### config.mk
export PLATFORM = sky130hd
export DESIGN_NAME = compli_safe_scan_ctrl
export DESIGN_NICKNAME = d
export VERILOG_FILES = /design/src/rtl/compli_safe_scan_ctrl.sv
export SDC_FILE = /design/constraint.sdc
export NUM_CORES = 1
export LEC_CHECK = 0
export CAP_MARGIN = 5
export CORE_UTILIZATION = 52
export CTS_CLUSTER_SIZE = 20
export DETAILED_ROUTE_END_ITERATION = 7
export GPL_TIMING_DRIVEN = 0
export PLACE_DENSITY = 0.79
export SLEW_MARGIN = 20
export SYNTH_ARGS = -nofsm -noshare
export SYNTH_HDL_FRONTEND = slang
export SYNTH_SLANG_ARGS = --single-unit
### constraint.sdc
create_clock -name clk -period 3.54 [get_ports clk]
set_input_delay 0.708 -clock clk [delete_from_list [all_inputs] [get_ports clk]]
set_output_delay 0.708 -clock clk [all_outputs]
set_load 0.05 [all_outputs]
### src/rtl/compli_safe_scan_ctrl.sv
// Round-robin complementary-pair safety supervisor with debounced demands and safe-state FSM.
// Optional power-up checker self-test is compiled in with `define COMPLI_SELFTEST_EN.
module compli_safe_scan_ctrl #(
  parameter int N_CH     = 4,
  parameter int DEBOUNCE = 3,
  parameter int IDX_W    = $clog2(N_CH)
) (
  input  logic              clk,
  input  logic              rst,
  input  logic [2*N_CH-1:0] ch_pn,
  input  logic              fault_clr,
  output logic [1:0]        safe_ok,
  output logic [N_CH-1:0]   fault_ch,
  output logic              enc_fault,
  output logic [1:0]        state,
  output logic [IDX_W-1:0]  scan_idx,
  output logic              selftest_fail
);

  localparam int CNT_W = $clog2(DEBOUNCE + 1);

  localparam logic [1:0] ST_INIT     = 2'b00;
  localparam logic [1:0] ST_RUN      = 2'b01;
  localparam logic [1:0] ST_FAULT    = 2'b10;
  localparam logic [1:0] ST_SELFTEST = 2'b11;
`ifdef COMPLI_SELFTEST_EN
  localparam logic [1:0] ST_ENTRY    = ST_SELFTEST;
`else
  localparam logic [1:0] ST_ENTRY    = ST_INIT;
`endif

  localparam logic [1:0]       SAFE_RUN  = 2'b10;
  localparam logic [1:0]       SAFE_STOP = 2'b01;
  localparam logic [IDX_W-1:0] LAST_IDX  = IDX_W'(N_CH - 1);
  localparam logic [CNT_W-1:0] CNT_MAX   = CNT_W'(DEBOUNCE);

  logic [CNT_W-1:0] cnt_r [N_CH];
  logic [N_CH-1:0]  flag_r;
  logic             last_clean_r;

  logic [1:0]       ch_code;
  logic [1:0]       code;
  logic             cls_valid;
  logic             cls_demand;
  logic             cls_enc;
  logic             scan_active;
  logic             at_last;
  logic             fault_ev;
  logic             scan_clean;
  logic             clear_all;
  logic [CNT_W-1:0] cnt_cur;
  logic [CNT_W-1:0] cnt_inc;
  logic [CNT_W-1:0] cnt_new;
  logic [N_CH-1:0]  flag_new;
  logic [1:0]       state_nxt;

  assign ch_code = ch_pn[{scan_idx, 1'b0} +: 2];

`ifdef COMPLI_SELFTEST_EN
  logic [1:0] st_step_r;
  logic [1:0] st_code;
  logic [2:0] st_exp;
  logic       st_mismatch;

  // Self-test pattern and its expected {valid, demand, enc} classification.
  always_comb begin
    st_code = 2'b00;
    st_exp  = 3'b001;
    case (st_step_r)
      2'd0:    begin st_code = 2'b00; st_exp = 3'b001; end
      2'd1:    begin st_code = 2'b11; st_exp = 3'b001; end
      2'd2:    begin st_code = 2'b01; st_exp = 3'b010; end
      2'd3:    begin st_code = 2'b10; st_exp = 3'b100; end
      default: begin st_code = 2'b00; st_exp = 3'b001; end
    endcase
  end

  assign code        = (state == ST_SELFTEST) ? st_code : ch_code;
  assign st_mismatch = (state == ST_SELFTEST) &&
                       ({cls_valid, cls_demand, cls_enc} != st_exp);
`else
  assign code = ch_code;
`endif

  // The one shared complementary-pair checker.
  assign cls_valid  = (code == 2'b10);
  assign cls_demand = (code == 2'b01);
  assign cls_enc    = (code[1] == code[0]);

  // Debounce and scan-valid bookkeeping for the channel evaluated at this edge.
  always_comb begin
    scan_active = (state != ST_SELFTEST);
    at_last     = (scan_idx == LAST_IDX);
    cnt_cur     = cnt_r[scan_idx];
    cnt_inc     = (cnt_cur == CNT_MAX) ? cnt_cur : cnt_cur + CNT_W'(1);
    if (cls_valid) begin
      cnt_new = {CNT_W{1'b0}};
    end else if (cls_demand) begin
      cnt_new = cnt_inc;
    end else begin
      cnt_new = cnt_cur;
    end
    fault_ev = scan_active && (cls_enc || (cls_demand && (cnt_inc == CNT_MAX)));
    flag_new = flag_r;
    flag_new[scan_idx] = cls_valid;
    scan_clean = scan_active && at_last && (&flag_new);
  end

  // Safe-state FSM; a fault on the same edge as a clear keeps FAULT.
  always_comb begin
    state_nxt = ST_FAULT;
    clear_all = 1'b0;
    case (state)
      ST_INIT: begin
        if (scan_clean) state_nxt = ST_RUN;
        else            state_nxt = ST_INIT;
      end
      ST_RUN: begin
        if (fault_ev) state_nxt = ST_FAULT;
        else          state_nxt = ST_RUN;
      end
      ST_FAULT: begin
        if (fault_clr && last_clean_r && !fault_ev && !selftest_fail) begin
          state_nxt = ST_ENTRY;
          clear_all = 1'b1;
        end else begin
          state_nxt = ST_FAULT;
        end
      end
`ifdef COMPLI_SELFTEST_EN
      ST_SELFTEST: begin
        if (st_mismatch)             state_nxt = ST_FAULT;
        else if (st_step_r == 2'd3)  state_nxt = ST_INIT;
        else                         state_nxt = ST_SELFTEST;
      end
`endif
      default: state_nxt = ST_FAULT;
    endcase
  end

  // State, scan position, counters, flags and registered outputs.
  always_ff @(posedge clk or posedge rst) begin
    if (rst) begin
      state        <= ST_ENTRY;
      safe_ok      <= SAFE_STOP;
      scan_idx     <= {IDX_W{1'b0}};
      fault_ch     <= {N_CH{1'b0}};
      enc_fault    <= 1'b0;
      flag_r       <= {N_CH{1'b0}};
      last_clean_r <= 1'b0;
      for (int i = 0; i < N_CH; i++) cnt_r[i] <= {CNT_W{1'b0}};
    end else begin
      state   <= state_nxt;
      safe_ok <= (state_nxt == ST_RUN) ? SAFE_RUN : SAFE_STOP;
      if (!scan_active || (state_nxt == ST_SELFTEST) || at_last) begin
        scan_idx <= {IDX_W{1'b0}};
      end else begin
        scan_idx <= scan_idx + IDX_W'(1);
      end
      if (scan_active) begin
        flag_r <= flag_new;
        if (at_last) last_clean_r <= &flag_new;
      end
      if (clear_all) begin
        fault_ch  <= {N_CH{1'b0}};
        enc_fault <= 1'b0;
        for (int i = 0; i < N_CH; i++) cnt_r[i] <= {CNT_W{1'b0}};
      end else begin
        if (scan_active) cnt_r[scan_idx] <= cnt_new;
        if (fault_ev) begin
          fault_ch[scan_idx] <= 1'b1;
          if (cls_enc) enc_fault <= 1'b1;
        end
      end
    end
  end

`ifdef COMPLI_SELFTEST_EN
  // Self-test sequencing; a failure is sticky until rst.
  always_ff @(posedge clk or posedge rst) begin
    if (rst) begin
      st_step_r     <= 2'd0;
      selftest_fail <= 1'b0;
    end else begin
      if ((state == ST_SELFTEST) && (state_nxt == ST_SELFTEST)) st_step_r <= st_step_r + 2'd1;
      else                                                      st_step_r <= 2'd0;
      if (st_mismatch) selftest_fail <= 1'b1;
    end
  end
`else
  assign selftest_fail = 1'b0;
`endif

endmodule

==> results.rst <==
.. list-table::
   :header-rows: 1

   * - Metric
     - Value
   * - Result of the run
     - complete, no violations
   * - Area used by sequential logic in the layout
     - around 580 sq um
   * - GRT Resource Usage Total
     - 23.6%
   * - Number of enable-type register cells in the synthesized netlist
     - 0
   * - Arithmetic-cell share of the synthesized area counting full adders, half adders and majority gates
     - 6.57%
   * - Cell class contributing the biggest share of worst-path delay
     - compound AO/OA/AOI/OAI gates
   * - Final worst hold slack
     - 0.491 ns
   * - Count of inserted antenna diode cells
     - 0
   * - Util after Layout
     - 69.3%
   * - Layout Skew
     - 0.00339 ns
   * - Minimum clock period after layout
     - between 2 and 3 ns
   * - Post-route DRC
     - 0
   * - Max FO, Critical Path
     - 10
   * - Gate Count Post-Synth
     - ~120
   * - Net switching share of the total power
     - a little over a quarter
   * - # port buffers
     - 21
   * - Slew Limit Headroom
     - a little over two fifths
   * - Area overhead of the layout relative to synthesis
     - 20.5%
   * - RSZ-0062 raised after global routing
     - false
   * - Worst hold path type
     - reg -> reg
   * - Commonest cells after routing, fill and taps aside
     - sky130_fd_sc_hd__dfrtp_1 (22), sky130_fd_sc_hd__clkdlybuf4s50_1 (21), sky130_fd_sc_hd__nand2_1 (12)
   * - Cell depth of the worst hold path
     - 2
   * - Max H-tree Level
     - 1
   * - Total I/O pin count
     - 23
   * - Highest-delay cell along the critical path
     - sky130_fd_sc_hd__mux4_1
   * - Core area
     - about 0.0023 sq mm
   * - Synth Cell Area
     - 0.00133 sq mm
   * - Area of all placed cells without fillers
     - 0.00161 sq mm
   * - Synthesized netlist net count
     - roughly 140
   * - Arrival time at the worst endpoint
     - ~3.2 ns
   * - Cell at the root of the clock tree
     - sky130_fd_sc_hd__clkbuf_4
   * - Proportion of register bits with asynchronous set or reset after synthesis
     - 100%
   * - Clk sinks
     - 23
   * - Dpl hpwl
     - approximately 2000 microns
   * - Via/cell ratio
     - approximately 6.0
   * - Overflow left after global routing
     - 0
   * - Power share of the sequential group
     - around three fifths
   * - Via count of the first global-routing pass
     - between 1000 and 1500
   * - Number of buffers created by CTS
     - 3
   * - Die height
     - about 53 microns
   * - Antenna violations before repair
     - 0
   * - Leakage
     - approximately 0.72 nW
   * - Fin Setup TNS
     - 0 ns
   * - Clock share of power
     - 24.2%
   * - Insertion delay to the later sink of the worst-skew pair
     - just over 0.3 ns
   * - Leading post-synthesis cells by cell area
     - sky130_fd_sc_hd__dfrtp_1 (41%), sky130_fd_sc_hd__ha_1 (6.6%), sky130_fd_sc_hd__mux4_1 (5.9%)
   * - Synth Register Bits
     - 23
   * - Fraction of layout instances using a drive strength above 1
     - 15.4%
   * - Data required time at the worst endpoint
     - 3.76 ns
   * - Final weighted congestion in routability-driven placement
     - 0.901
   * - Global-route wire length before repair
     - ~4600 microns
   * - Wirelength per Cell
     - roughly 16 microns
   * - Fill count
     - 180
   * - Multi-input logic area
     - 702 sq um
   * - Critical Setup Path Class
     - in -> reg
   * - Yosys warning total
     - 0
   * - Buffers inserted during post-CTS setup optimization
     - 0
   * - Cell accounting for the most synthesized area
     - sky130_fd_sc_hd__dfrtp_1
   * - Total length of routed wires
     - around 2700 microns
   * - Share of power burned in combinational logic
     - 17.5%
   * - Synthesized-area fraction occupied by and/or/nand/nor cells
     - about 15%
   * - Count of final hold-check violations
     - 0
   * - XOR/XNOR Fraction of Synth Area
     - 0%
   * - Register area share after synthesis
     - a little over two fifths
   * - Power density over the cells
     - between 300 and 400 mW/mm^2
   * - MaxCap Viol Count
     - 0
   * - Max Root-Sink Buffers
     - 2
   * - Synth unique cells
     - 41
   * - Initial Utilization
     - 57.5%
   * - Worst IR drop on VDD
     - just over 0.3 mV
   * - Clock transition at the registers of the reported paths
     - ~0.13 ns
   * - Number of nets in the final layout
     - around 160
   * - Worst Tran Pin Value
     - 0.850 ns
   * - Total stage count of the critical path
     - 8
   * - DR pass1 iterations
     - 5
   * - Dominant combinational cell family by area after synthesis
     - multiplexers
   * - Number of standard-cell rows in the floorplan
     - 17
   * - Final slew viol count
     - 0
   * - Via Count
     - a little over 1000
   * - Cell breakdown of the critical path
     - clkdlybuf4s50_1 > mux4_1 > ha_1 > and2_1 > a221oi_4 > nand2b_1 > buf_2 > a22o_1
   * - Largest net degree at the start of global routing
     - 24
   * - TritonCTS clock tree
     - built
   * - CP max stage delay
     - ~0.53 ns
   * - Worst Path Buf+Inv
     - 2
   * - Initial DRC Count
     - 18
   * - Number of cells upsized or downsized after cts
     - 0
   * - Width of the die
     - roughly 53 microns
   * - Proportion of netlist area held by the largest area contributor
     - 41.3%
   * - CP Capture Type
     - register
   * - Element type at the critical path start
     - primary input
   * - Multiplexer area fraction after synthesis
     - 15.4%
   * - Peak Freq
     - 334 MHz
   * - Placement Cell Area
     - ~0.0016 sq mm
   * - R2R depth
     - 8
   * - Area fraction in compound gates after synthesis
     - approximately 15%
   * - Die Footprint
     - around 0.0028 sq mm
   * - Count of final setup violators
     - 0
   * - Switch Pwr
     - 134 uW
   * - Internal Dissipation
     - 369 uW
   * - Number of antenna-violating nets in the routed design
     - 0
   * - Most used DFF post-synth
     - sky130_fd_sc_hd__dfrtp_1
   * - Average instance area after synthesis
     - 11.3 sq um
   * - Leading cell type in the layout, fill and taps excluded
     - sky130_fd_sc_hd__dfrtp_1
   * - Final worst-path cycle share
     - a little over four fifths
   * - Reg2reg setup slack
     - around 0.7 ns
   * - Count of hold-fix buffers inserted at cts
     - 0
==> Yosys cell counts, types with 3 or more instances <==
library cell              instances
sky130_fd_sc_hd__o21ai_0          6
sky130_fd_sc_hd__and2b_1          3
sky130_fd_sc_hd__ha_1             7
sky130_fd_sc_hd__dfrtp_1         22
sky130_fd_sc_hd__inv_1            4
sky130_fd_sc_hd__nor2_1           5
sky130_fd_sc_hd__nand3_1          3
sky130_fd_sc_hd__nand2_1         12
sky130_fd_sc_hd__mux2_2           5
sky130_fd_sc_hd__nor3_1           4
sky130_fd_sc_hd__a22o_1           5
sky130_fd_sc_hd__nor2b_1          4
sky130_fd_sc_hd__mux4_1           3
==> power groups by stage <==
| stage | sequential, mW | clock, mW | combinational (mW) |
|---|---|---|---|
| after global routing | 0.296 | 0.134 | 0.0971 |
| after CTS | 0.293 | 0.124 | 0.0887 |
| after detailed placement | 0.298 | 0 | 0.0884 |
| final | 0.293 | 0.122 | 0.0882 |
| after global placement | 0.297 | 0 | 0.0853 |
| after floorplan | 0.295 | 0 | 0.0631 |
==> layer usage <==
metal | vias up | routed length [microns] | track usage (%)
met5 | - | 0 | 0
met4 | 0 | 36 | 13.6
met1 | 499 | 1170 | 30.0
met2 | 35 | 1330 | 37.8
met3 | 5 | 175 | 3.77
li1 | 480 | - | -
==> worst register-to-register path: cells and delay by family (launching register included) <==
kind / cells / cell delay (ns)
mux: 1 / 0.60
simple gates: 2 / 0.37
fa+ha+maj: 1 / 0.30
compound gates: 2 / 0.69
buf+inv: 2 / 0.37
flops: 1 / 0.43
==> metrics by stage <==
step / worst slack [ns] / power [mW] / cells
finish: 0.547 / 0.503 / 171
global route: 0.403 / 0.526 / 171
CTS: 0.529 / 0.505 / 171
detailed placement: 0.188 / 0.386 / 167
global placement: 0.260 / 0.382 / 167
floorplan: 0.660 / 0.358 / 118
==> worst paths after layout <==
path	startpoint	end
worst min register to register	fault_ch[2]$_DFFE_PP0P_	fault_ch[2]$_DFFE_PP0P_
min in group asynchronous	rst	fault_ch[0]$_DFFE_PP0P_
worst max register to register	scan_idx[0]$_DFF_PP0_	enc_fault$_DFFE_PP0P_
worst min-delay path	fault_ch[2]$_DFFE_PP0P_	fault_ch[2]$_DFFE_PP0P_
max in group asynchronous	rst	flag_r[1]$_DFFE_PP0P_
worst max-delay path	ch_pn[4]	enc_fault$_DFFE_PP0P_
==> sequential cells by signal, summed over array words and instances (netlist names) <==
register      flops
cnt_r             8
fault_ch          4
flag_r            3
safe_ok           2
scan_idx          2
state             2
enc_fault         1
last_clean_r      1
==> cell families after synthesis <==
logic type,Yosys count
muxes,12
adders and majority gates,7
DFF,23
buffers and inverters,11
other,1
AOI/OAI and AO/OA,25
and+or+nand+nor,39
==> final cells by class <==
type                    count  area share (%)
well taps                  28            2.18
repair buffers             21            13.1
multi-input cells          84            43.7
inverters                   5            1.17
flip-flops and latches     23            35.9
clock buffers               3            1.40
clock inverters             1           0.312
plain buffers               6            2.26
Power figures use the tool's default switching activity.
